`config.mk`:
```
export PLATFORM = sky130hd
export DESIGN_NAME = country_vehicle_sensor
export DESIGN_NICKNAME = d
export VERILOG_FILES = /design/src/rtl/country_vehicle_sensor.sv
export SDC_FILE = /design/constraint.sdc
export NUM_CORES = 1
export LEC_CHECK = 0
export ABC_AREA = 1
export BUFFER_PORTS_ARGS = -buffer_cell sky130_fd_sc_hd__buf_2
export CAP_MARGIN = 40
export CORE_UTILIZATION = 55
export CTS_CLUSTER_SIZE = 24
export DETAILED_ROUTE_END_ITERATION = 16
export GPL_TIMING_DRIVEN = 0
export PLACE_DENSITY = 0.76
export SETUP_SLACK_MARGIN = 0.3
export SLEW_MARGIN = 30
export SYNTH_ARGS = -nofsm -noshare
export SYNTH_HDL_FRONTEND = slang
export SYNTH_SLANG_ARGS = --single-unit
```
`constraint.sdc`:
```
create_clock -name clock -period 4.45 [get_ports clock]
set_input_delay 0.6675 -clock clock [delete_from_list [all_inputs] [get_ports clock]]
set_output_delay 0.6675 -clock clock [all_outputs]
set_load 0.02 [all_outputs]
```
`src/rtl/country_vehicle_sensor.sv`:
```
// -----------------------------------------------------------------------------
// country_vehicle_sensor
//
// Vehicle-detection front end for the highway/country intersection. It turns
// the raw inductive-loop signal into debounced car arrivals, keeps a count of
// queued country-road cars, retires one car per DEPART_CYCLES of continuous
// country GREEN, and drives the controller's car-waiting input `x`.
//
// Ports:
//   clock        system clock, all state changes on posedge
//   clear        synchronous active-low reset
//   loop_in      raw loop detector, 1 = metal present
//   country[1:0] country light: 0 RED, 1 YELLOW, 2 GREEN, 3 invalid
//   x            registered, 1 = at least one car queued
//   queue_count  registered queued-car count (saturates at MAX_CARS)
//   arrive       one-cycle pulse when an arrival is counted
//   depart       one-cycle pulse when a car is retired
//   overflow     sticky, an arrival was dropped at saturation
//   light_err    sticky, `country` was sampled as 3
//
// Build option:
//   SENSOR_SYNC_EN  when defined, loop_in passes through a 2-flop
//                   synchronizer (reset to 0) ahead of the detector FSM,
//                   adding exactly 2 cycles of arrival latency.
// -----------------------------------------------------------------------------
module country_vehicle_sensor #(
  parameter int DEBOUNCE      = 3,   // 1..15
  parameter int MAX_CARS      = 15,  // must fit in CNT_W
  parameter int CNT_W         = 4,
  parameter int DEPART_CYCLES = 4    // 1..15
) (
  input  logic             clock,
  input  logic             clear,
  input  logic             loop_in,
  input  logic [1:0]       country,
  output logic             x,
  output logic [CNT_W-1:0] queue_count,
  output logic             arrive,
  output logic             depart,
  output logic             overflow,
  output logic             light_err
);

  // Detector FSM encoding
  localparam logic [1:0] IDLE     = 2'd0;
  localparam logic [1:0] QUAL_ON  = 2'd1;
  localparam logic [1:0] OCCUPIED = 2'd2;
  localparam logic [1:0] QUAL_OFF = 2'd3;

  localparam logic [1:0] GREEN   = 2'd2;
  localparam logic [1:0] INVALID = 2'd3;

  // Qualification completes on the sample that would make the count reach
  // DEBOUNCE, i.e. when the stored count already equals DEBOUNCE-1.
  localparam logic [3:0]       DEB_LAST = 4'(DEBOUNCE - 1);
  localparam logic [3:0]       DEP_LAST = 4'(DEPART_CYCLES - 1);
  localparam logic [CNT_W-1:0] MAX_Q    = CNT_W'(MAX_CARS);

  // ---------------------------------------------------------------------------
  // Optional input synchronizer
  // ---------------------------------------------------------------------------
  logic loop_s;

`ifdef SENSOR_SYNC_EN
  logic [1:0] sync_q;

  always_ff @(posedge clock) begin
    if (!clear) sync_q <= 2'b00;
    else        sync_q <= {sync_q[0], loop_in};
  end

  assign loop_s = sync_q[1];
`else
  assign loop_s = loop_in;
`endif

  // ---------------------------------------------------------------------------
  // Detector FSM: qualifies DEBOUNCE consecutive highs as one arrival and
  // DEBOUNCE consecutive lows as the car leaving the loop.
  // ---------------------------------------------------------------------------
  logic [1:0] state, state_nxt;
  logic [3:0] deb_cnt, deb_nxt;
  logic       arrival;

  always_comb begin
    // NOTE: every variable gets a default before the case so no path leaves
    // one unassigned, which would otherwise infer a latch.
    state_nxt = state;
    deb_nxt   = deb_cnt;
    arrival   = 1'b0;
    case (state)
      IDLE: begin
        if (loop_s) begin
          if (DEB_LAST == 4'd0) begin
            state_nxt = OCCUPIED;
            deb_nxt   = 4'd0;
            arrival   = 1'b1;
          end else begin
            state_nxt = QUAL_ON;
            deb_nxt   = 4'd1;
          end
        end
      end
      QUAL_ON: begin
        if (!loop_s) begin
          state_nxt = IDLE;
          deb_nxt   = 4'd0;
        end else if (deb_cnt == DEB_LAST) begin
          state_nxt = OCCUPIED;
          deb_nxt   = 4'd0;
          arrival   = 1'b1;
        end else begin
          deb_nxt = deb_cnt + 4'd1;
        end
      end
      OCCUPIED: begin
        // A car parked on the loop stays here; it was counted once on entry.
        if (!loop_s) begin
          state_nxt = (DEB_LAST == 4'd0) ? IDLE : QUAL_OFF;
          deb_nxt   = (DEB_LAST == 4'd0) ? 4'd0 : 4'd1;
        end
      end
      default: begin  // QUAL_OFF
        if (loop_s) begin
          state_nxt = OCCUPIED;
          deb_nxt   = 4'd0;
        end else if (deb_cnt == DEB_LAST) begin
          state_nxt = IDLE;
          deb_nxt   = 4'd0;
        end else begin
          deb_nxt = deb_cnt + 4'd1;
        end
      end
    endcase
  end

  // ---------------------------------------------------------------------------
  // Departure timer: runs only on continuous GREEN with cars queued; an
  // invalid colour is treated as RED, so it also clears the timer.
  // ---------------------------------------------------------------------------
  logic [3:0] dep_timer, dep_timer_nxt;
  logic       retire;
  logic       green;
  logic       has_cars;

  assign green    = (country == GREEN);
  assign has_cars = (queue_count != '0);

  always_comb begin
    dep_timer_nxt = 4'd0;
    retire        = 1'b0;
    if (green && has_cars) begin
      if (dep_timer == DEP_LAST) retire = 1'b1;
      else                       dep_timer_nxt = dep_timer + 4'd1;
    end
  end

  // ---------------------------------------------------------------------------
  // Queue count. A simultaneous arrival and departure cancel, so the arrival
  // is accepted even at saturation; only an arrival alone at MAX_CARS drops.
  // retire is never raised at count 0, so the decrement cannot underflow.
  // ---------------------------------------------------------------------------
  logic             accept;
  logic             drop;
  logic [CNT_W-1:0] count_nxt;

  assign accept = arrival && (retire || (queue_count != MAX_Q));
  assign drop   = arrival && !accept;

  always_comb begin
    count_nxt = queue_count;
    if (accept && !retire)       count_nxt = queue_count + 1'b1;
    else if (retire && !arrival) count_nxt = queue_count - 1'b1;
  end

  // ---------------------------------------------------------------------------
  // State registers
  // ---------------------------------------------------------------------------
  // NOTE: non-blocking assignments keep every register sampling the
  // pre-edge values, so ordering of these statements does not matter.
  always_ff @(posedge clock) begin
    if (!clear) begin
      state       <= IDLE;
      deb_cnt     <= 4'd0;
      dep_timer   <= 4'd0;
      queue_count <= '0;
      x           <= 1'b0;
      arrive      <= 1'b0;
      depart      <= 1'b0;
      overflow    <= 1'b0;
      light_err   <= 1'b0;
    end else begin
      state       <= state_nxt;
      deb_cnt     <= deb_nxt;
      dep_timer   <= dep_timer_nxt;
      queue_count <= count_nxt;
      x           <= (count_nxt != '0);
      arrive      <= accept;
      depart      <= retire;
      if (drop)               overflow  <= 1'b1;
      if (country == INVALID) light_err <= 1'b1;
    end
  end

endmodule

```
; Yosys cells after proc, flatten, opt, wreduce, memory -nomap -nowiden
; Index checks and enable logic that the tools add are counted.
[totals]
register_bits = 19
inputBits = 5
[classes]
reduce_logical = 16
n_mux = 20
bitwise = 2
n_eq_ne = 10
n_addsub = 4
[ops]
columns = cell, count
row1 = $mux W4, 7
row2 = $add A4 B1 Y4 const B, 3
row3 = $mux W2, 6
row4 = $pmux W4 S3, 1
row5 = $reduce_bool A4 Y1, 3
row6 = $eq A4 B2 Y1 const B, 2
row7 = $eq A2 B2 Y1 const B, 3
row8 = $pmux W2 S3, 1
row9 = $logic_and A1 B1 Y1, 5
row10 = $mux W1, 5
row11 = $ne A2 B2 Y1 const B, 2
row12 = $ne A4 B4 Y1 const B, 1
row13 = $reduce_and A4 Y1, 1
row14 = $sub A4 B1 Y4 const B, 1
row15 = $logic_not A1 Y1, 3
row16 = $ne A3 B3 Y1 const B, 1
row17 = $reduce_or A3 Y1, 1
row18 = $eq A2 B1 Y1 const B, 1
row19 = $logic_not A2 Y1, 1
row20 = $not A1 Y1, 2
row21 = $reduce_and A2 Y1, 1
row22 = $logic_or A1 B1 Y1, 1

; Logic depth before layout (Yosys ltp)
[logic_depth]
depth_word = 9
mapped_depth = 13
ltp_nobuf = 13

; Worst setup path before layout
; OpenSTA, ideal clock, no wires.
[synth_timing]
path_type = flip-flop to flip-flop
from = register queue_count[0]
to = register x
arrival_time_ns = 1.533
path_stages_with_launch = 11
setup_slack_ns = 2.801
path_cell_list = dfxtp_1 inv_1 ha_1 a21oi_4 nand3_2 nand2_1 nand2_1 nand2_1 nand2_1 o21ai_1 nand2_1
[synth_via]
elab_chain_cells = 8
elab_cells_between_ends = 14
[synth_rtl]
columns = item, line_no
row1 = start: declaration, 37  ; output logic [CNT_W-1:0] queue_count,
row2 = start signal: assignment, 196  ; queue_count <= count_nxt;
row3 = "parallel branches: the longest is 6 deep, another holds $sub A4 B1 Y4", --
row4 = $mux W4 *, 172  ; if (accept && !retire) count_nxt = queue_count + 1'b1;
row5 = $reduce_bool A4 Y1 *, 197  ; x <= (count_nxt != '0);
row6 = end signal: assignment, 197
row7 = end: declaration, 36  ; output logic x,
; Mark *: on every way between the ends.
; A chain may end at the register's enable or synchronous reset.

==> results.toml <==
[outcome]
status = "completed"

[yosys]
ys.flop_type = "dfxtp_1"
async_flop_share_pct = 0
netlist_area_mm2 = 0.00110
ys_seq_elements = 19
synth_top_area_cell = "dfxtp_1"
syn_inst = 145
seq_area_frac_synth_pct = 34.5
syn-num-nets = 159
synth_most_common_cell = "nand2_1"
synth_enable_flop_cells = 0
synthTopCellsByCount = "31 x nand2_1, 23 x inv_1, 19 x dfxtp_1"
synth.top_cell.area_share_pct = 34.5
synth.area.top_cells = "dfxtp_1 35%, nand2_1 11%, ha_1 10%"
synth_cell_type_count = 27
yosys_warnings = 0
avgSynthCellArea_um2 = 7.59

[grt]
grt_pass1_vias = 726
grt_max_degree = 11
grt.overflow.total = 0
grt_pass1_wl_um = 2930
grt_use_total_pct = 19.2
grt_antenna_before_repair = 0

[cells_and_area]
antenna_cells = 0
layout-drive-gt1-share_pct = 20.4
utilization_pct = 67.9
stdcell_count = 187
final_nets = 177
area_growth_syn_to_layout_pct = 11.1

[route]
avgViaCountPerCell = 4.87
drt-total-wl_um = 1830
first_iter_violations = 12
drc = 0
wire_per_inst_um = 9.76
detail_route.first_pass.iterations = 4
vias = 910
antenna_left = 0

[sta]
period_share_pct = 38.9
relSlewSlack_pct = 74.4
clock.fmax_mhz = 577
hold_viol = 0
fin_skew_ns = 0.00361
setup_violations = 0
tns_ns = 0
worstMarginPinSlew_ns = 0.381
slew_viol_final = 0
grt_setup_unrepaired = "no"
fin_crit_ns = 1.73

[critical_path]
cp-start-kind = "flip-flop"
end_kind = "flip-flop"
required_ns = 4.64
crit_path_frequent_cell = "nand2_1"
max_stage_delay_ns = 0.40
cp_cell_sequence = "inv_1 -> ha_1 -> nand2_1 -> o21ai_1 -> inv_1 -> nand2_1 -> nor2_1 -> nand2_1 -> o21ai_0 -> a21oi_1"
cp_slowest_cell = "dfxtp_1"
critPathArrivalTime_ns = 1.92
crit_type = "reg -> reg"
path_max_fanout = 6

[clock_network]
cts_inserted_buffers = 3
postCtsSetupBuffers = 0
cts_root_buf = "clkbuf_4"
clockBufferDepth = 2
cts_tree = "done"
cts.sinks = 19
cts_hold_buf = 0
path_clk_slew_ns = 0.10
worstSkewPairLatency_ns = 0.30
cts-resized-gates = 0
htreeDepth = 1

[placed_design]
dp_hpwl_um = 1490
dpl.cell_count = 183
gp_congestion = 0.806
io_buffers = 13

[die]
die_w_um = 46.7
ios = 14
core_area_mm2 = 0.00180
start_util_pct = 61.1
num_rows = 15
die_area_mm2 = 0.00218
die_h_um = 46.7

[power]
power_density_mw_per_mm2 = 337
max-vdd-ir-drop_mv = 0.263
p_leak_nw = 0.598

[worst_hold_path]
hp-class = "reg -> reg"

[run]
cap_viol_max_count = 0
==> metal layers <==
metal	GRT usage (%)	up-vias	part of all wire, %
li1	-	498	-
met1	23.2	396	48
met2	33.1	11	47
met3	5.77	5	3.5
met4	5.14	0	0.99
met5	0	-	0
==> area by class of cell <==
class,instances,area [um^2]
clock buffers,4,26.3
fillers,178,578
inverters,24,91.3
multi-input cells,102,629
flip-flops and latches,19,380
well taps,25,31.3
repair buffers,13,65.1
==> cell usage in the layout (no fill, tap or decap), drive strengths merged <==
master / Yosys / layout
nand2: 33 / 33
inv: 23 / 23
dfxtp: 19 / 19
nor2: 18 / 18
buf: 0 / 13
nand3: 10 / 10
ha: 9 / 9
o21ai: 9 / 9
a21oi: 7 / 7
nand4: 4 / 4
or2: 4 / 4
clkbuf: 0 / 4
nor3: 2 / 2
xor2: 2 / 2
clkinv: 1 / 1
o21a: 1 / 1
nand3b: 1 / 1
a211oi: 1 / 1
nor3b: 1 / 1
==> worst max-delay path, delay by kind of cell (launching register included) <==
kind	cells	cell delay (ns)
flip-flops	1	0.40
adder cells (fa/ha/maj)	1	0.20
AND/OR/NAND/NOR	4	0.38
AO/OA/AOI/OAI	3	0.38
buffers and inverters	2	0.26
==> cell families (layout without fill, tap and decap cells) <==
logic type	after synthesis	count (layout)	share of synthesized area [%]
AOI/OAI and AO/OA	18	18	10.0
xor gates and xnor gates	2	2	1.59
adders and majority gates	9	9	10.2
buffers and inverters	24	41	8.29
DFF	19	19	34.5
and+or+nand+nor	73	73	35.3
==> sequential cells by signal (all words and copies together), names as in the netlist, named ones only <==
register     cells
deb_cnt          4
queue_count      4
overflow         1
dep_timer        4
light_err        1
x                1
state            1
arrive           1
depart           1
==> per-stage QoR <==
step / setup WS [ns] / hold WS (ns) / power, W / cell area, um^2
2_1_floorplan: 2.80 / 0.418 / 0.000304 / 1100
3_5_place_dp: 2.56 / 0.446 / 0.000333 / 1200
4_1_cts: 2.69 / 0.463 / 0.000418 / 1220
3_3_place_gp: 2.68 / 0.430 / 0.000327 / 1200
5_1_grt: 2.49 / 0.490 / 0.000450 / 1220
6_report: 2.72 / 0.458 / 0.000413 / 1220
==> power breakdown <==
group	switching, W	internal (W)
clock	0.0000487	0.0000350
sequential	0.0000152	0.000186
combinational	0.0000799	0.0000473
total	0.000144	0.000269
==> path summary, 6_finish.rpt <==
| path | end | cells past startpoint | from | slack [ns] |
|---|---|---|---|---|
| worst min-delay path | dep_timer[0] | 1 | dep_timer[0] | 0.46 |
| worst max register to register | flip-flop | 10 | state[0] | 2.72 |
| worst min register to register | dep_timer[0] | 1 | dep_timer[0] | 0.46 |
| worst max-delay path | flip-flop | 10 | state[0] | 2.72 |
Note: power is estimated with default switching activity, not from simulation.
